<file path="src/rtl/line_buffer_ctrl_pkg.sv">
// Shared constants for the Sobel line-buffer sequencer: FSM encodings, buffer count,
// default geometry and the buffer-select decode.
package line_buffer_ctrl_pkg;

    localparam logic [1:0] ST_IDLE = 2'd0;
    localparam logic [1:0] ST_FILL = 2'd1;
    localparam logic [1:0] ST_RUN  = 2'd2;
    localparam logic [1:0] ST_DONE = 2'd3;

    localparam int NUM_LB         = 3;
    localparam int IMG_WIDTH_DEF  = 10;
    localparam int IMG_HEIGHT_DEF = 10;
    localparam int COL_W_DEF      = 4;
    localparam int ROW_W_DEF      = 4;

    function automatic logic [NUM_LB-1:0] lb_onehot(input logic [1:0] idx);
        logic [NUM_LB-1:0] oh;
        case (idx)
            2'd0:    oh = 3'b001;
            2'd1:    oh = 3'b010;
            2'd2:    oh = 3'b100;
            default: oh = 3'b000;
        endcase
        return oh;
    endfunction

endpackage

</file>
<file path="src/rtl/line_buffer_ctrl_mod3_ptr.sv">
// Modulo-3 pointer (0->1->2->0) used for the write buffer and the window-top buffer.
// A synchronous clear wins over the advance so a finished frame restarts at buffer 0.
module mod3_ptr
    import line_buffer_ctrl_pkg::*;
(
    input  logic       clk,
    input  logic       rst,
    input  logic       en_i,
    input  logic       clr_i,
    output logic [1:0] ptr_o
);

    localparam logic [1:0] PTR_LAST = 2'(NUM_LB - 1);

    logic [1:0] ptr_q;
    logic [1:0] ptr_d;

    always_comb begin
        ptr_d = ptr_q;
        if (clr_i) begin
            ptr_d = 2'd0;
        end else if (en_i) begin
            ptr_d = (ptr_q == PTR_LAST) ? 2'd0 : ptr_q + 2'd1;
        end
    end

    always_ff @(posedge clk or negedge rst) begin
        if (!rst) begin
            ptr_q <= 2'd0;
        end else begin
            ptr_q <= ptr_d;
        end
    end

    assign ptr_o = ptr_q;

endmodule

</file>
<file path="src/rtl/line_buffer_ctrl.sv">
// Raster-stream sequencer for three rotating line buffers feeding a 3x3 Sobel window.
//
// state | meaning
// IDLE  | waiting for start_i, stream not accepted
// FILL  | writing rows 0 and 1, no complete window possible yet
// RUN   | writing rows 2.., buffers read and top row rotates at each line end
// DONE  | one cycle after the last pixel, frame_done_o high
module line_buffer_ctrl
    import line_buffer_ctrl_pkg::*;
#(
    parameter int IMG_WIDTH  = IMG_WIDTH_DEF,
    parameter int IMG_HEIGHT = IMG_HEIGHT_DEF,
    parameter int COL_W      = COL_W_DEF,
    parameter int ROW_W      = ROW_W_DEF
) (
    input  logic              clk,
    input  logic              rst,
    input  logic              start_i,
    input  logic              pix_valid_i,
    output logic              pix_ready_o,
    output logic [NUM_LB-1:0] lb_we_o,
    output logic [1:0]        lb_wsel_o,
    output logic              lb_rd_en_o,
    output logic [1:0]        top_sel_o,
    output logic [COL_W-1:0]  col_o,
    output logic [ROW_W-1:0]  row_o,
    output logic              win_valid_o,
    output logic              busy_o,
    output logic              frame_done_o
);

    localparam logic [COL_W-1:0] COL_LAST = COL_W'(IMG_WIDTH - 1);
    localparam logic [ROW_W-1:0] ROW_LAST = ROW_W'(IMG_HEIGHT - 1);
    localparam logic [ROW_W-1:0] ROW_FILL = ROW_W'(1);
    localparam logic [COL_W-1:0] COL_WIN  = COL_W'(2);
    localparam logic [ROW_W-1:0] ROW_WIN  = ROW_W'(2);

    logic [1:0]       state_q, state_d;
    logic [COL_W-1:0] col_q, col_d;
    logic [ROW_W-1:0] row_q, row_d;
    logic [COL_W-1:0] col_out_q;
    logic [ROW_W-1:0] row_out_q;
    logic             win_q;

    logic       accept;
    logic       line_end;
    logic       frame_end;
    logic [1:0] wsel;
    logic [1:0] top_sel;

    assign pix_ready_o = (state_q == ST_FILL) || (state_q == ST_RUN);
    assign accept      = pix_valid_i && pix_ready_o;
    assign line_end    = accept && (col_q == COL_LAST);
    assign frame_end   = line_end && (row_q == ROW_LAST);

    mod3_ptr u_wr_ptr (
        .clk   (clk),
        .rst   (rst),
        .en_i  (line_end),
        .clr_i (frame_end),
        .ptr_o (wsel)
    );

    // Top row only advances once three rows are resident, i.e. at line ends in RUN.
    mod3_ptr u_top_ptr (
        .clk   (clk),
        .rst   (rst),
        .en_i  (line_end && (state_q == ST_RUN)),
        .clr_i (frame_end),
        .ptr_o (top_sel)
    );

    always_comb begin
        state_d = state_q;
        case (state_q)
            ST_IDLE: if (start_i) state_d = ST_FILL;
            ST_FILL: if (line_end && (row_q == ROW_FILL)) state_d = ST_RUN;
            ST_RUN:  if (frame_end) state_d = ST_DONE;
            ST_DONE: state_d = ST_IDLE;
            default: state_d = ST_IDLE;
        endcase
    end

    always_comb begin
        col_d = col_q;
        row_d = row_q;
        if (accept) begin
            if (col_q == COL_LAST) begin
                col_d = '0;
                row_d = (row_q == ROW_LAST) ? '0 : row_q + ROW_W'(1);
            end else begin
                col_d = col_q + COL_W'(1);
            end
        end
    end

    always_ff @(posedge clk or negedge rst) begin
        if (!rst) begin
            state_q   <= ST_IDLE;
            col_q     <= '0;
            row_q     <= '0;
            col_out_q <= '0;
            row_out_q <= '0;
            win_q     <= 1'b0;
        end else begin
            state_q <= state_d;
            col_q   <= col_d;
            row_q   <= row_d;
            // Position outputs line up with the 1-cycle buffer read latency.
            if (accept) begin
                col_out_q <= col_q;
                row_out_q <= row_q;
            end
            win_q <= accept && (row_q >= ROW_WIN) && (col_q >= COL_WIN);
        end
    end

    assign lb_we_o      = accept ? lb_onehot(wsel) : '0;
    assign lb_wsel_o    = wsel;
    assign lb_rd_en_o   = accept && (state_q == ST_RUN);
    assign top_sel_o    = top_sel;
    assign col_o        = col_out_q;
    assign row_o        = row_out_q;
    assign win_valid_o  = win_q;
    assign busy_o       = (state_q != ST_IDLE);
    assign frame_done_o = (state_q == ST_DONE);

endmodule

</file>
<file path="config.mk">
export PLATFORM = sky130hd
export DESIGN_NAME = line_buffer_ctrl
export DESIGN_NICKNAME = d
export VERILOG_FILES = /design/src/rtl/line_buffer_ctrl_pkg.sv /design/src/rtl/line_buffer_ctrl_mod3_ptr.sv /design/src/rtl/line_buffer_ctrl.sv
export SDC_FILE = /design/constraint.sdc
export NUM_CORES = 1
export LEC_CHECK = 0
export CORE_MARGIN = 2
export CORE_UTILIZATION = 50
export CTS_CLUSTER_DIAMETER = 200
export DETAILED_ROUTE_END_ITERATION = 10
export PLACE_DENSITY_LB_ADDON = 0.3
export SLEW_MARGIN = 10
export SYNTH_ARGS = -nofsm -noshare
export SYNTH_HDL_FRONTEND = slang
export SYNTH_SLANG_ARGS = --single-unit
export TNS_END_PERCENT = 10
</file>
<file path="constraint.sdc">
create_clock -name clk -period 2.25 [get_ports clk]
set_clock_uncertainty 0.1 [all_clocks]
set_input_delay 0.5625 -clock clk [delete_from_list [all_inputs] [get_ports clk]]
set_output_delay 0.5625 -clock clk [all_outputs]
set_load 0.02 [all_outputs]
</file>
==> results of run 1 <==
per-stage QoR:
stage / worst slack [ns] / hold WS [ns] / power, uW
after CTS: 0.00297 / 0.392 / 2320
after floorplan: -0.0403 / 0.167 / 1540
final: 0.0436 / 0.388 / 2310
after global placement: -0.490 / 0.362 / 2060
after detailed placement: -0.493 / 0.365 / 2120
after global routing: -0.0229 / 0.435 / 2480
critical path, stage by stage, from the launching register on:
cell,delay [ns]
dfrtp_1,0.38
inv_1,0.08
ha_4,0.28
nand2_4,0.08
nor2_2,0.13
clkdlybuf4s15_2,0.26
power groups by stage:
stage,clock (uW),combinational (uW),sequential [uW]
floorplan,0,717,825
global placement,0,1310,752
detailed placement,0,1360,768
CTS,197,1370,758
global route,205,1490,785
finish,193,1350,759
timing repair:
item,4_1_cts,5_1_grt
gates resized for setup,20,3
hold endpoints to repair,0,0
pin swaps,0,0
setup endpoints to repair,7,4
registers in the layout, indices dropped and copies added, names as in the netlist:
| name | cells |
|---|---|
| state_q | 2 |
| u_wr_ptr.ptr_o | 2 |
| col_o | 4 |
| win_valid_o | 1 |
| u_top_ptr.ptr_o | 2 |
| row_o | 4 |
| col_q | 4 |
| row_q | 4 |
layer usage:
metal  up-vias  track usage (%)  wire length (microns)
met4         0             7.69                     40
met5         -                0                      0
li1        433                -                      -
met2        39             39.4                   1250
met1       447             24.7                   1050
met3         5             3.43                    131
final cells by class:
class                   instances  area, sq um  area share [%]
repair buffers                 35          307            19.6
well taps                      28         35.0            2.24
multi-input cells              70          593            38.0
clock buffers                   4         26.3            1.68
flip-flops and latches         23          576            36.8
inverters                       7         26.3            1.68
final timing paths:
kind | start | cells after the start | endpoint | slack [ns]
max in group asynchronous | rst | 2 | col_q[1] | 1.32
worst max register to register | state_q[0] | 7 | state_q[1] | 0.28
worst min register to register | col_o[0] | 2 | col_o[0] | 0.39
worst min-delay path | col_o[0] | 2 | col_o[0] | 0.39
min in group asynchronous | rst | 2 | state_q[1] | 0.48
worst max-delay path | state_q[0] | 5 | lb_we_o[1] | 0.04
cells in the final DEF (no fill, tap or decap), drive strengths merged, types with 3 or more instances in the layout:
| cell type | n |
|---|---|
| and2b | 3 |
| buf | 15 |
| clkbuf | 4 |
| clkdlybuf4s50 | 15 |
| dfrtp | 23 |
| ha | 5 |
| inv | 7 |
| mux2 | 8 |
| nand2 | 13 |
| nor2 | 4 |
| nor3 | 5 |
| o21ai | 5 |
| xnor2 | 4 |
kinds of logic (layout without fill, tap and decap cells):
family	Yosys count	count (layout)	share of synthesized area, %
xor gates and xnor gates	4	4	3.00
buffers and inverters	9	46	3.11
muxes	9	9	8.91
and+or+nand+nor	36	36	19.1
DFF	23	23	49.4
AOI/OAI and AO/OA	16	16	11.2
adders and majority gates	5	5	5.36
==> flow_metrics.env, run 1 <==
export IMPL_run_status="finished clean"
export IMPL_yosysMostFrequentCell="dfrtp_1"
export IMPL_end_kind="primary output"
export IMPL_place_area_sq_um=1530
export IMPL_cp_required_ns=1.59
export IMPL_syn_area_per_cell_sq_um=11.4
export IMPL_drc=0
export IMPL_synth_top_area_share_pct=49.4
export IMPL_post_cts_buffers=0
export IMPL_dpl_hpwl_microns=1830
export IMPL_fill_cells=181
export IMPL_drtIter0Drc=15
export IMPL_grt_pass1_wl_microns=4210
export IMPL_syn_num_nets=111
export IMPL_critical_path_class="register to primary output"
export IMPL_fin_area_sq_um=1560
export IMPL_rows=17
export IMPL_portBuffers=23
export IMPL_ys_flop_type="dfrtp_1"
export IMPL_place_inst=163
export IMPL_max_cap_violations=0
export IMPL_p_switching_uw=971
export IMPL_setup_viol=0
export IMPL_synth_edf_count=0
export IMPL_fmax_mhz=453
export IMPL_cts_root_buf="clkbuf_4"
export IMPL_cts_hold_buf=0
export IMPL_ys_top_cells_by_area="dfrtp_1 (49%), mux2_2 (6.8%), ha_1 (5.4%)"
export IMPL_cts_tree="built"
export IMPL_core_sq_um=2210
export IMPL_ctsHtreeMaxLevel=1
export IMPL_vias_per_cell=5.53
export IMPL_min_path_type="register to register"
export IMPL_initial_utilization_pct=52.7
export IMPL_rsz0062_at_grt="yes"
export IMPL_swShare_pct=42.1
export IMPL_final_util_pct=70.6
export IMPL_clkTransAtPathRegs_ns=0.13
export IMPL_fin_tns_setup_ns=0
export IMPL_clock_sinks=23
export IMPL_drtPass1Iterations=4
export IMPL_yosys_area_top_type="dfrtp_1"
export IMPL_peakVddDrop_mv=1.05
export IMPL_p_comb_share_pct=58.7
export IMPL_power_density_nw_per_um2=1480
export IMPL_period_needed_ns=2.21
export IMPL_final_hold_viol_count=0
export IMPL_groute_usage_overall_pct=21.4
export IMPL_die_area_sq_um=2730
export IMPL_relSlewSlack_pct=80.4
export IMPL_leakage_uw=0.000732
export IMPL_tightest_slew_ns=0.292
export IMPL_cp_max_fo=6
export IMPL_finalMaxSlewViolations=0
export IMPL_clock_latency_ns=0.32
export IMPL_routed_wl_microns=2470
export IMPL_clkPwrFrac_pct=8.4
export IMPL_grt_overflow=0
export IMPL_areaGrowthSynthToFinish_pct=34.0
export IMPL_grt_max_degree=24
export IMPL_io_pins=24
export IMPL_syn_inst=102
export IMPL_drt_wirelength_per_cell_microns=14.8
export IMPL_fin_cells=167
export IMPL_fin_nets=149
export IMPL_internal_power_uw=1330
export IMPL_num_vias=924
export IMPL_ys_seq_area_share_pct=49.4
export IMPL_die_height_microns=52.3
export IMPL_numCtsBuffers=3
export IMPL_synth_commonest_cells="dfrtp_1 (23), nand2_1 (12), inv_1 (7), mux2_2 (7)"
export IMPL_drive_gt1_share_pct=28.8
export IMPL_antenna_cells=0
export IMPL_grt_pass1_vias=941
export IMPL_yosys_warnings=0
export IMPL_startpoint_type="register"
export IMPL_cts_buffer_depth=2
export IMPL_yosysUniqueCellTypes=36
export IMPL_place_gp_congestion=0.719
export IMPL_ys_seq_elements=23
export IMPL_async_reset_ff_share_pct=100
export IMPL_netlist_area_sq_um=1170
export IMPL_crit_arrival_ns=1.54
export IMPL_seq_power_share_pct=32.9
export IMPL_die_w_microns=52.3
export IMPL_antenna_found_initial=0
export IMPL_post_route_period_util_pct=98.1
export IMPL_ant_nets=0
No activity file was read; power rests on OpenSTA's default activity.
==> inputs of run 2 (changes only) <==
- HOLD_SLACK_MARGIN: unset -> 0.12
- PLACE_DENSITY: unset -> 0.87
- PLACE_DENSITY_LB_ADDON: 0.3 -> unset
==> flow_metrics.env, run 2 (synthesis gave the netlist of run 1 again) <==
export IMPL_run_status="finished clean"
export IMPL_die_w_microns=52.3
export IMPL_dpl_hpwl_microns=1790
export IMPL_startpoint_type="primary input"
export IMPL_min_path_type="register to register"
export IMPL_final_cell_mix="dfrtp_1 (23), clkdlybuf4s50_1 (16), buf_4 (12)"
export IMPL_multi_input_area_sq_um=576
export IMPL_final_common_cell="dfrtp_1"
export IMPL_rows=17
export IMPL_final_hold_viol_count=0
export IMPL_setup_viol=0
export IMPL_power_total_uw=2250
export IMPL_peakVddDrop_mv=0.886
export IMPL_rsz0062_at_grt="yes"
export IMPL_cts_tree="built"
export IMPL_fin_nets=148
export IMPL_antenna_cells=0
export IMPL_fill_cells=170
export IMPL_cts_root_buf="clkbuf_4"
export IMPL_cp_required_ns=1.59
export IMPL_period_needed_ns=2.22
export IMPL_max_cap_violations=0
export IMPL_routed_wl_microns=2350
export IMPL_grt_max_degree=24
export IMPL_clock_sinks=23
export IMPL_wl_met3_microns=83
export IMPL_wl_met1_microns=997
export IMPL_pre_cts_ws_ns=-0.482
export IMPL_core_sq_um=2210
export IMPL_initial_utilization_pct=52.7
export IMPL_met2_length_microns=1260
export IMPL_antenna_found_initial=0
export IMPL_die_height_microns=52.3
export IMPL_portBuffers=23
export IMPL_path_delay_family="buffers and inverters"
export IMPL_io_pins=24
export IMPL_grt_pass1_wl_microns=3970
export IMPL_cp_slowest_cell="clkdlybuf4s50_1"
export IMPL_finalMaxSlewViolations=0
export IMPL_areaGrowthSynthToFinish_pct=32.1
export IMPL_max_stage_delay_ns=0.52
export IMPL_cp_max_fo=5
export IMPL_place_gp_congestion=0.791
export IMPL_drtIter0Drc=17
export IMPL_crit_arrival_ns=1.56
export IMPL_drt_wirelength_per_cell_microns=14.2
export IMPL_num_vias=884
export IMPL_clkTransAtPathRegs_ns=0.12
export IMPL_grt_pass1_vias=919
export IMPL_grt_overflow=0
export IMPL_power_density_nw_per_um2=1460
export IMPL_leakage_uw=0.000734
export IMPL_end_kind="primary output"
export IMPL_seq_area_sq_um=576
export IMPL_drtPass1Iterations=4
export IMPL_drive_gt1_share_pct=28.3
export IMPL_die_area_sq_um=2730
export IMPL_clock_latency_ns=0.31
export IMPL_crit_buf_inv=2
export IMPL_ant_nets=0
export IMPL_cts_buffer_depth=2
export IMPL_vias_per_cell=5.33
export IMPL_relSlewSlack_pct=78.2
export IMPL_worst_slack_ns=0.0323
export IMPL_groute_usage_overall_pct=20.2
export IMPL_post_route_period_util_pct=98.6
export IMPL_top_layer="met4"
export IMPL_ctsHtreeMaxLevel=1
export IMPL_tightest_slew_ns=0.325
export IMPL_drc=0
export IMPL_fmax_mhz=451
export IMPL_critical_path_class="primary input to primary output"
export IMPL_reg2reg_slack_ns=0.30
export IMPL_post_cts_buffers=0
export IMPL_numCtsBuffers=3
export IMPL_crit_chain="clkdlybuf4s50_1, nand2_2, nor3b_4, buf_4"
==> run 2: cell count changes in the layout (fill, tap and decap cells not counted), sizes merged <==
cell | before | now
clkinv | 0 | 1
clkdlybuf4s50 | 15 | 16
dlymetal6s2s | 1 | 2
clkbuf | 4 | 3
clkdlybuf4s15 | 2 | 1
dlygate4sd2 | 2 | 0
==> run 2: routing by layer <==
metal / vias up / track usage (%)
met5: - / 0
li1: 428 / -
met3: 2 / 3.14
met1: 433 / 25.2
met2: 21 / 33.3
met4: 0 / 11.1
==> run 2: timing repair <==
| action | CTS | global route |
|---|---|---|
| hold endpoints to repair | 0 | 0 |
| setup endpoints to repair | 5 | 5 |
| resized for setup | 17 | 5 |
| hold buffers | 0 | 0 |
| pin swaps | 0 | 0 |
==> run 2: power breakdown <==
group	internal (uW)	switching [uW]	total [uW]
registers	577	182	758
clock network	66.4	118	185
logic	663	643	1310
total	1310	943	2250
==> run 2: path summary, 6_finish.rpt <==
| kind | to | start | depth (start not counted) |
|---|---|---|---|
| hold / removal | col_o[0] | col_o[0] | 2 |
| setup / recovery | lb_we_o[2] | pix_valid_i | 4 |
| setup reg to reg | state_q[1] | state_q[0] | 7 |
| max in group asynchronous | state_q[1] | rst | 2 |
| min in group asynchronous | row_o[1] | rst | 2 |
| hold reg to reg | col_o[0] | col_o[0] | 2 |
==> run 2: layout make-up <==
type | count | share of cell area (%)
multi-input cells | 70 | 37.4
clock inverters | 1 | 0.325
repair buffers | 34 | 19.5
clock buffers | 3 | 1.46
flip-flops and latches | 23 | 37.4
well taps | 28 | 2.27
inverters | 7 | 1.71
==> run 2: through the flow <==
| stage | area (sq um) | utilization, % | instances | hold slack, ns | TNS (ns) |
|---|---|---|---|---|---|
| final | 1540 | 69.6 | 166 | 0.394 | 0 |
| after global routing | 1540 | 69.6 | 166 | 0.428 | -0.0235 |
| after CTS | 1540 | 69.5 | 166 | 0.404 | -0.0446 |
| after detailed placement | 1520 | 68.8 | 162 | 0.374 | -1.83 |
| after global placement | 1520 | 68.8 | 162 | 0.359 | -1.68 |
| after floorplan | 1180 | - | 102 | 0.167 | -0.0949 |
==> run 2: tightest hold or removal path, stage by stage, from the launching register on <==
cell and delay (ns):
dfrtp_1 0.36, nand2_1 0.05, nand2_1 0.05
